==> src/rtl/uart_rx.sv <==
// 8N1 UART receiver with runtime baud control, bit-centre sampling,
// a done/ack handshake for the received byte and a sticky frame-error flag.
module uart_rx (
  input  logic       clk,
  input  logic       resetn,
  input  logic [9:0] cycles_per_databit,
  input  logic       rx_line,
  input  logic       rx_ack,
  output logic [7:0] rx_data,
  output logic       rx_done,
  output logic       rx_frame_err
);

  typedef enum logic [2:0] {
    IDLE,
    START_CHECK,
    RECEIVE,
    STOP_CHECK,
    DONE
  } state_t;

  state_t     state_reg, state_next;
  logic [1:0] sync_reg;
  logic       rx_s;
  logic [9:0] t_reg, t_next;
  logic [3:0] i_reg, i_next;
  logic [7:0] sh_reg, sh_next;
  logic [7:0] data_reg, data_next;
  logic       err_reg, err_next;
  logic [9:0] half;

  assign rx_s = sync_reg[1];
  assign half = {1'b0, cycles_per_databit[9:1]};

  always_ff @(posedge clk or negedge resetn) begin
    if (!resetn) begin
      sync_reg  <= 2'b11;
      state_reg <= IDLE;
      t_reg     <= '0;
      i_reg     <= '0;
      sh_reg    <= '0;
      data_reg  <= '0;
      err_reg   <= 1'b0;
    end else begin
      sync_reg  <= {sync_reg[0], rx_line};
      state_reg <= state_next;
      t_reg     <= t_next;
      i_reg     <= i_next;
      sh_reg    <= sh_next;
      data_reg  <= data_next;
      err_reg   <= err_next;
    end
  end

  always_comb begin
    state_next = state_reg;
    t_next     = t_reg;
    i_next     = i_reg;
    sh_next    = sh_reg;
    data_next  = data_reg;
    err_next   = err_reg;
    case (state_reg)
      IDLE: begin
        t_next = '0;
        i_next = '0;
        // The detection cycle counts as the first Start_Check cycle, so the
        // start sample lands h cycles after entry.
        if (!rx_s) begin
          state_next = START_CHECK;
          t_next     = 10'd1;
        end
      end
      START_CHECK: begin
        t_next = t_reg + 10'd1;
        if (t_reg == half) begin
          t_next = '0;
          if (!rx_s) begin
            state_next = RECEIVE;
            err_next   = 1'b0;
          end else begin
            state_next = IDLE;
          end
        end
      end
      RECEIVE: begin
        t_next = t_reg + 10'd1;
        if (t_reg == cycles_per_databit) begin
          t_next  = '0;
          sh_next = {rx_s, sh_reg[7:1]};
          i_next  = i_reg + 4'd1;
          if (i_reg == 4'd7) state_next = STOP_CHECK;
        end
      end
      STOP_CHECK: begin
        t_next = t_reg + 10'd1;
        if (t_reg == cycles_per_databit) begin
          t_next = '0;
          if (rx_s) begin
            data_next  = sh_reg;
            state_next = DONE;
          end else begin
            err_next   = 1'b1;
            state_next = IDLE;
          end
        end
      end
      DONE: begin
        if (rx_ack) state_next = IDLE;
      end
      default: state_next = IDLE;
    endcase
  end

  assign rx_data      = data_reg;
  assign rx_done      = (state_reg == DONE);
  assign rx_frame_err = err_reg;

endmodule
==> config.mk <==
export PLATFORM = sky130hd
export DESIGN_NAME = uart_rx
export DESIGN_NICKNAME = d
export VERILOG_FILES = /design/src/rtl/uart_rx.sv
export SDC_FILE = /design/constraint.sdc
export NUM_CORES = 1
export LEC_CHECK = 0
export CAP_MARGIN = 20
export CORE_MARGIN = 2
export CORE_UTILIZATION = 30
export CTS_CLUSTER_DIAMETER = 30
export DETAILED_ROUTE_END_ITERATION = 7
export PLACE_DENSITY = 0.47
export RECOVER_POWER = 50
export SLEW_MARGIN = 15
export SYNTH_ARGS = -nofsm -noshare
export SYNTH_HDL_FRONTEND = slang
export SYNTH_SLANG_ARGS = --single-unit
==> constraint.sdc <==
create_clock -name clk -period 3.1 [get_ports clk]
set_clock_uncertainty 0.1 [all_clocks]
set_input_delay 0.465 -clock clk [delete_from_list [all_inputs] [get_ports clk]]
set_output_delay 0.465 -clock clk [all_outputs]
set_load 0.02 [all_outputs]
==> summary.json, run 1 <==
{
  "dpl.hpwl": {"value": 2.903, "unit": "mm"},
  "postRouteAntennaNets": {"value": 0},
  "gr-total-overflow": {"value": 0},
  "holdCritPathClass": {"value": "register to register"},
  "whs_endpoint": {"value": "sync_reg[1]"},
  "critical_path.reg2reg.startpoint": {"value": "t_reg[2]"},
  "slowest_delay": {"value": 0.46, "unit": "ns"},
  "num_rows": {"value": 28},
  "area_of_the_multi_input_gates": {"value": 910.9, "unit": "um^2"},
  "port-buffer-count": {"value": 23},
  "p_leak": {"value": 1.072, "unit": "nW"},
  "finalWeightedCongestion": {"value": 0.7876},
  "cap_viol_max_count": {"value": 1},
  "yosys-top-cells-area": {"value": "dfrtp_1, xor2_1, mux2_2"},
  "worst_hold_path_stage_count": {"value": 0},
  "failed_checks": {"value": "capacitance limit, slew limit"},
  "cts_tree": {"value": "yes"},
  "share_seq_of_total_power": {"value": 45.9, "unit": "%"},
  "track_usage": {"value": 12.58, "unit": "%"},
  "number_of_synthesized_register_bits": {"value": 36},
  "boundaryPins": {"value": 24},
  "synth-edff-count": {"value": 0},
  "worst_path_max_delay_cell": {"value": "clkdlybuf4s50_1"},
  "final_nets": {"value": 224},
  "biggest_fanout_along_the_worst_timing_path": {"value": 9},
  "post_cts_buffers": {"value": 0},
  "post_dr_wirelength_cell": {"value": 14.24, "unit": "um"},
  "post_synth.cell_area_avg": {"value": 10.20, "unit": "um^2"},
  "reg2regPathDepth": {"value": 6},
  "route.detailed.drc": {"value": 0},
  "route.final.wire_length": {"value": 4.045, "unit": "mm"},
  "reg2reg_setup_slack": {"value": 0.74, "unit": "ns"},
  "count_of_different_cell_masters_after_synthesis": {"value": 35},
  "cts.reportedPaths.clkPinSlew": {"value": 0.07, "unit": "ns"},
  "syn2layout_area_growth": {"value": 22.27, "unit": "%"},
  "synth_fp_nets": {"value": 200},
  "post_cts_resize_count": {"value": 0},
  "insertedDiodeCount": {"value": 0},
  "grt_antenna_before_repair": {"value": 0},
  "worst_r2r_endpoint": {"value": "rx_data[7]"},
  "post_synth_inst_count": {"value": 184},
  "drt_iter0_markers": {"value": 89},
  "clk-insertion-delay-late": {"value": 0.28, "unit": "ns"},
  "synth_seq_area_share": {"value": 48.13, "unit": "%"},
  "post-route-min-period": {"value": 2.539, "unit": "ns"},
  "cts.sinks": {"value": 36},
  "grt_start_max_net_pins": {"value": 37},
  "critical_path.startpoint": {"value": "cycles_per_databit[5]"},
  "endpoint_kind": {"value": "register"},
  "cts_root_buf": {"value": "clkbuf_8"},
  "max_clock_freq": {"value": 393.9, "unit": "MHz"},
  "comb_power_share": {"value": 26.5, "unit": "%"},
  "setup_repair_after_global_routing_missed_its_margin": {"value": "no"},
  "drt-pass1-iter-count": {"value": 4},
  "layout.filler_cells": {"value": 602},
  "yosys_warnings": {"value": 0},
  "synthArstFlopShare": {"value": 100.0, "unit": "%"},
  "cts-hold-fix-buffers": {"value": 0},
  "initial_utilization": {"value": 31.33, "unit": "%"},
  "tightest_slew": {"value": 1.932, "unit": "ns"},
  "dieWidth": {"value": 83.10, "unit": "um"},
  "ctsHtreeMaxLevel": {"value": 2},
  "swShare": {"value": 34.97, "unit": "%"},
  "yosys.area.top_type_share": {"value": 45.33, "unit": "%"},
  "most_common_library_cell_in_the_layout_ignoring_fill_and_taps": {"value": "dfrtp_1"},
  "slew_headroom": {"value": -28.80, "unit": "%"},
  "hp-start": {"value": "sync_reg[0]"},
  "powerDensity": {"value": 639.0, "unit": "nW/um^2"},
  "tritoncts.num_buffers": {"value": 5},
  "clockBufferDepth": {"value": 2},
  "worst-endpoint-required": {"value": 3.17, "unit": "ns"},
  "startpoint_type": {"value": "primary input"},
  "finalHoldViolations": {"value": 0},
  "switchingPower": {"value": 0.0005127, "unit": "W"},
  "fin_setup_tns": {"value": 0, "unit": "ns"},
  "timing.setup.critical_path_class": {"value": "primary input to register"},
  "post_drt_via_cell_ratio": {"value": 4.944},
  "die_height": {"value": 83.10, "unit": "um"},
  "first_global_vias": {"value": 1467},
  "ff_latch_area": {"value": 903.4, "unit": "um^2"},
  "grt_pass1_wl": {"value": 7.003, "unit": "mm"},
  "worst_hold_slack": {"value": 0.2576, "unit": "ns"},
  "worstPathCellList": {"value": "clkdlybuf4s50_1 -> xor2_1 -> nor4_2 -> and3_1 -> nor4b_4 -> buf_4 -> mux2_2"},
  "yosys.area.top_type": {"value": "dfrtp_1"},
  "cellInternalPower": {"value": 0.0009535, "unit": "W"},
  "core_region_area": {"value": 5991, "unit": "um^2"},
  "number_of_vias_after_detailed_routing": {"value": 1404},
  "flip_flop_count_of_the_largest_register_all_copies_and_words_added": {"value": 10},
  "worst-endpoint-arrival": {"value": 2.61, "unit": "ns"},
  "mostFrequentLayoutCells": {"value": "dfrtp_1, nand2_1, xor2_1, clkdlybuf4s50_1, mux2_2"},
  "number_of_slew_limit_violations_in_the_final_report": {"value": 37},
  "clock_power_share": {"value": 27.6, "unit": "%"},
  "postSynth.topFlopCell": {"value": "dfrtp_1"},
  "design.die.area": {"value": 6905, "unit": "um^2"},
  "final-setup-viol-count": {"value": 0},
  "layout-drive-gt1-share": {"value": 14.35, "unit": "%"},
  "peakVddDrop": {"value": 0.2316, "unit": "mV"},
  "status": {"value": "finished, violations left"},
  "timing.final.crit_share": {"value": 81.90, "unit": "%"},
  "syn_area": {"value": 1877, "unit": "um^2"}
}
through the flow:
step                 power, W  setup slack [ns]  util [%]  instances  instance area [um^2]
floorplan           0.0009577            0.8374         -        184                  1877
global route         0.001585            0.2929     38.30        284                  2295
global placement     0.001060            0.3264     36.51        276                  2187
CTS                  0.001482            0.5678     38.37        284                  2298
finish               0.001466            0.5610     38.30        284                  2295
detailed placement   0.001067            0.2720     36.51        276                  2187
area by class of cell:
cell class              instances  share of cell area, %
multi-input cells             132                  39.69
flip-flops and latches         36                  39.37
repair buffers                 26                  10.85
well taps                      75                  4.089
clock buffers                   5                  2.999
clock inverters                 3                  1.854
inverters                       7                  1.145
how the worst max path moves through the flow:
stage / slack (ns) / endpoint / depth (start not counted)
after floorplan: 0.84 / rx_data[0] / 6
after global placement: 0.33 / rx_data[2] / 7
after detailed placement: 0.27 / rx_data[7] / 7
after CTS: 0.57 / rx_data[7] / 7
after global routing: 0.29 / sh_reg[7] / 2
final: 0.56 / rx_data[7] / 7
cell usage after synthesis (3+ instances only):
cell type  number
a21oi_1         4
o22ai_1         6
xor2_1         19
mux2_2         14
nand2_1        21
nand2b_1        3
inv_1           7
and3_1          6
nand3_1         6
nor3_1          4
clkbuf_1        7
nor2_1          9
o21ai_0        10
dfrtp_1        34
xnor2_1         3
critical path, delay by kind of cell:
family / cells / cell delay [ns]
xor gates and xnor gates: 1 / 0.21
muxes: 1 / 0.35
buffers and inverters: 2 / 0.68
and+or+nand+nor: 3 / 0.89
per-layer routing:
layer	part of all wire (%)	wire [um]	GRT usage, %
met1	48	1924	15.97
met2	46	1877	20.23
met3	4.7	189	3.976
met4	1.3	53	4.322
met5	0	0	0
power groups by stage:
stage	clock, W	sequential [W]	combinational (W)
2_1_floorplan	0	0.000596	0.000362
5_1_grt	0.000444	0.000693	0.000448
3_3_place_gp	0	0.000682	0.000378
6_report	0.000405	0.000674	0.000388
4_1_cts	0.000421	0.000673	0.000389
3_5_place_dp	0	0.000682	0.000385
kinds of logic after synthesis:
| kind of cell | Yosys count | share of synthesized area (%) |
|---|---|---|
| and+or+nand+nor | 63 | 18.20 |
| adders and majority gates | 2 | 1.333 |
| DFF | 36 | 48.13 |
| xor gates and xnor gates | 22 | 10.27 |
| buffers and inverters | 16 | 3.334 |
| AOI/OAI and AO/OA | 30 | 9.734 |
| muxes | 15 | 9.000 |
Note: power is estimated with default switching activity, not from simulation.
==> run 2: changes to the inputs <==
==> constraint.sdc (replaced) <==
create_clock -name clk -period 2.7 [get_ports clk]
set_clock_uncertainty 0.1 [all_clocks]
set_input_delay 0.405 -clock clk [delete_from_list [all_inputs] [get_ports clk]]
set_output_delay 0.405 -clock clk [all_outputs]
set_load 0.02 [all_outputs]
==> run 2 against run 1 <==
The run now ends clean. Sequential cell count is the same. Die area is the same. Cell count grew 1.8%. Clock power grew 1%. Critical path type is now register to output port. Critical endpoint is now rx_done. Highest routed layer unchanged.
==> summary.json, run 2 (synthesized netlist as in run 1, its figures left out) <==
{
  "status": {"value": "finished, final reports clean"},
  "grt_pass1_wl": {"value": 7.100, "unit": "mm"},
  "utilization": {"value": 38.72, "unit": "%"},
  "cts.reportedPaths.clkPinSlew": {"value": 0.07, "unit": "ns"},
  "path_delay_family": {"value": "flip-flops"},
  "setup_repair_after_global_routing_missed_its_margin": {"value": "no"},
  "p_leak": {"value": 1.090, "unit": "nW"},
  "critical_path.reg2reg.startpoint": {"value": "t_reg[2]"},
  "cts-hold-fix-buffers": {"value": 0},
  "route.detailed.drc": {"value": 0},
  "total_power": {"value": 0.001652, "unit": "W"},
  "post_dr_wirelength_cell": {"value": 14.46, "unit": "um"},
  "port-buffer-count": {"value": 23},
  "mostFrequentLayoutCells": {"value": "dfrtp_1, nand2_1, xor2_1, clkdlybuf4s50_1, mux2_2"},
  "peakVddDrop": {"value": 0.3119, "unit": "mV"},
  "number_of_slew_limit_violations_in_the_final_report": {"value": 0},
  "final-setup-viol-count": {"value": 0},
  "core_region_area": {"value": 5991, "unit": "um^2"},
  "finalHoldViolations": {"value": 0},
  "dp.cells": {"value": 281},
  "max_clock_freq": {"value": 418.7, "unit": "MHz"},
  "clockBufferDepth": {"value": 2},
  "cap_viol_max_count": {"value": 0},
  "dpl.hpwl": {"value": 2.962, "unit": "mm"},
  "endpoint_kind": {"value": "output port"},
  "hp-start": {"value": "sync_reg[0]"},
  "final_nets": {"value": 229},
  "biggest_fanout_along_the_worst_timing_path": {"value": 18},
  "placedInstanceArea": {"value": 2225, "unit": "um^2"},
  "insertedDiodeCount": {"value": 0},
  "powerDensity": {"value": 712.2, "unit": "nW/um^2"},
  "num_rows": {"value": 28},
  "ctsHtreeMaxLevel": {"value": 2},
  "cts_tree": {"value": "yes"},
  "timing.setup.critical_path_class": {"value": "register to output port"},
  "cts_root_buf": {"value": "clkbuf_8"},
  "number_of_vias_after_detailed_routing": {"value": 1424},
  "grt_start_max_net_pins": {"value": 37},
  "dieWidth": {"value": 83.10, "unit": "um"},
  "post_drt_via_cell_ratio": {"value": 4.927},
  "route.final.wire_length": {"value": 4.178, "unit": "mm"},
  "gr-total-overflow": {"value": 0},
  "post-route-min-period": {"value": 2.388, "unit": "ns"},
  "tightest_slew": {"value": 0.8972, "unit": "ns"},
  "tritoncts.num_buffers": {"value": 5},
  "first_global_vias": {"value": 1458},
  "most_common_library_cell_in_the_layout_ignoring_fill_and_taps": {"value": "dfrtp_1"},
  "worstPathCellList": {"value": "and3_1 -> clkdlybuf4s50_1"},
  "critical_path.startpoint": {"value": "state_reg[2]"},
  "cp.buffers_inverters": {"value": 1},
  "slew_headroom": {"value": 40.19, "unit": "%"},
  "postRouteAntennaNets": {"value": 0},
  "design.die.area": {"value": 6905, "unit": "um^2"},
  "timing.final.crit_share": {"value": 88.46, "unit": "%"},
  "layout.cells.non_filler": {"value": 289},
  "post_cts_resize_count": {"value": 0},
  "boundaryPins": {"value": 24},
  "die_height": {"value": 83.10, "unit": "um"},
  "worst_path_max_delay_cell": {"value": "dfrtp_1"},
  "drt-pass1-iter-count": {"value": 4},
  "holdCritPathClass": {"value": "register to register"},
  "finalWeightedCongestion": {"value": 0.7737},
  "post_cts_buffers": {"value": 0},
  "layout.filler_cells": {"value": 575},
  "track_usage": {"value": 12.58, "unit": "%"},
  "clk-insertion-delay-late": {"value": 0.29, "unit": "ns"},
  "fin_setup_tns": {"value": 0, "unit": "ns"},
  "startpoint_type": {"value": "register"},
  "initial_utilization": {"value": 31.33, "unit": "%"},
  "final_area": {"value": 2320, "unit": "um^2"},
  "cts.sinks": {"value": 36},
  "flip_flop_count_of_the_largest_register_all_copies_and_words_added": {"value": 10},
  "slowest_delay": {"value": 0.68, "unit": "ns"},
  "layout-drive-gt1-share": {"value": 16.82, "unit": "%"},
  "grt_antenna_before_repair": {"value": 0},
  "syn2layout_area_growth": {"value": 23.60, "unit": "%"},
  "worst-endpoint-arrival": {"value": 1.88, "unit": "ns"},
  "worst-endpoint-required": {"value": 2.19, "unit": "ns"},
  "drt_iter0_markers": {"value": 73}
}
-- run 2: changes by cell type in the layout (fill, tap and decap cells not counted) --
cell             previous run  this run
clkbuf_1                    1         0
clkbuf_8                    5         6
clkbuf_2                    0         1
buf_4                       2         7
bufinv_16                   1         0
dlygate4sd3_1               4         5
clkdlybuf4s50_1            19        18
clkinvlp_4                  1         2
clkinv_2                    1         0
-- run 2: layout make-up --
class | count | area [um^2] | area share [%]
clock buffer | 6 | 82.58 | 3.560
clock inverter | 2 | 15.01 | 0.6473
timing repair buffer | 31 | 287.8 | 12.41
sequential | 36 | 903.4 | 38.94
tap | 75 | 93.84 | 4.045
inverter | 7 | 26.28 | 1.133
multi-input combinational | 132 | 910.9 | 39.27
-- run 2: through the flow --
stage          setup WS, ns  hold slack [ns]
2_1_floorplan        0.4375         0.009409
3_3_place_gp         0.1219           0.2487
3_5_place_dp        0.08477           0.2472
4_1_cts              0.2804           0.2572
5_1_grt              0.1945           0.2590
6_report             0.3117           0.2575
-- run 2: worst paths after layout --
check                               to  slack, ns  cells past startpoint
max                            rx_done       0.31                      2
min                        sync_reg[1]       0.26                      0
max reg2reg                 rx_data[7]       0.49                      6
min reg2reg                sync_reg[1]       0.26                      0
max in group asynchronous   rx_data[7]       1.25                      2
min in group asynchronous     t_reg[2]       0.67                      2
-- run 2: where the power goes --
part | internal, W | switching, W | total, W
logic | 0.000218 | 0.000247 | 0.000465
clock network | 0.000207 | 0.000202 | 0.000409
registers | 0.000620 | 0.000158 | 0.000778
-- run 2: worst reg2reg max path: stages, from the launching register on --
cell and delay (ns):
dfrtp_1 0.48, xor2_1 0.21, nor4_2 0.31, and3_1 0.24, nor4b_4 0.19, buf_4 0.22
mux2_2 0.35
-- run 2: per-layer routing --
| metal | global-route usage, % | part of all wire (%) | up-vias |
|---|---|---|---|
| met1 | 16.27 | 47 | 691 |
| met2 | 20.53 | 48 | 35 |
| met3 | 3.579 | 4.3 | 6 |
| met5 | 0 | 0 | - |
| met4 | 3.577 | 1.2 | 0 |
| li1 | - | - | 692 |
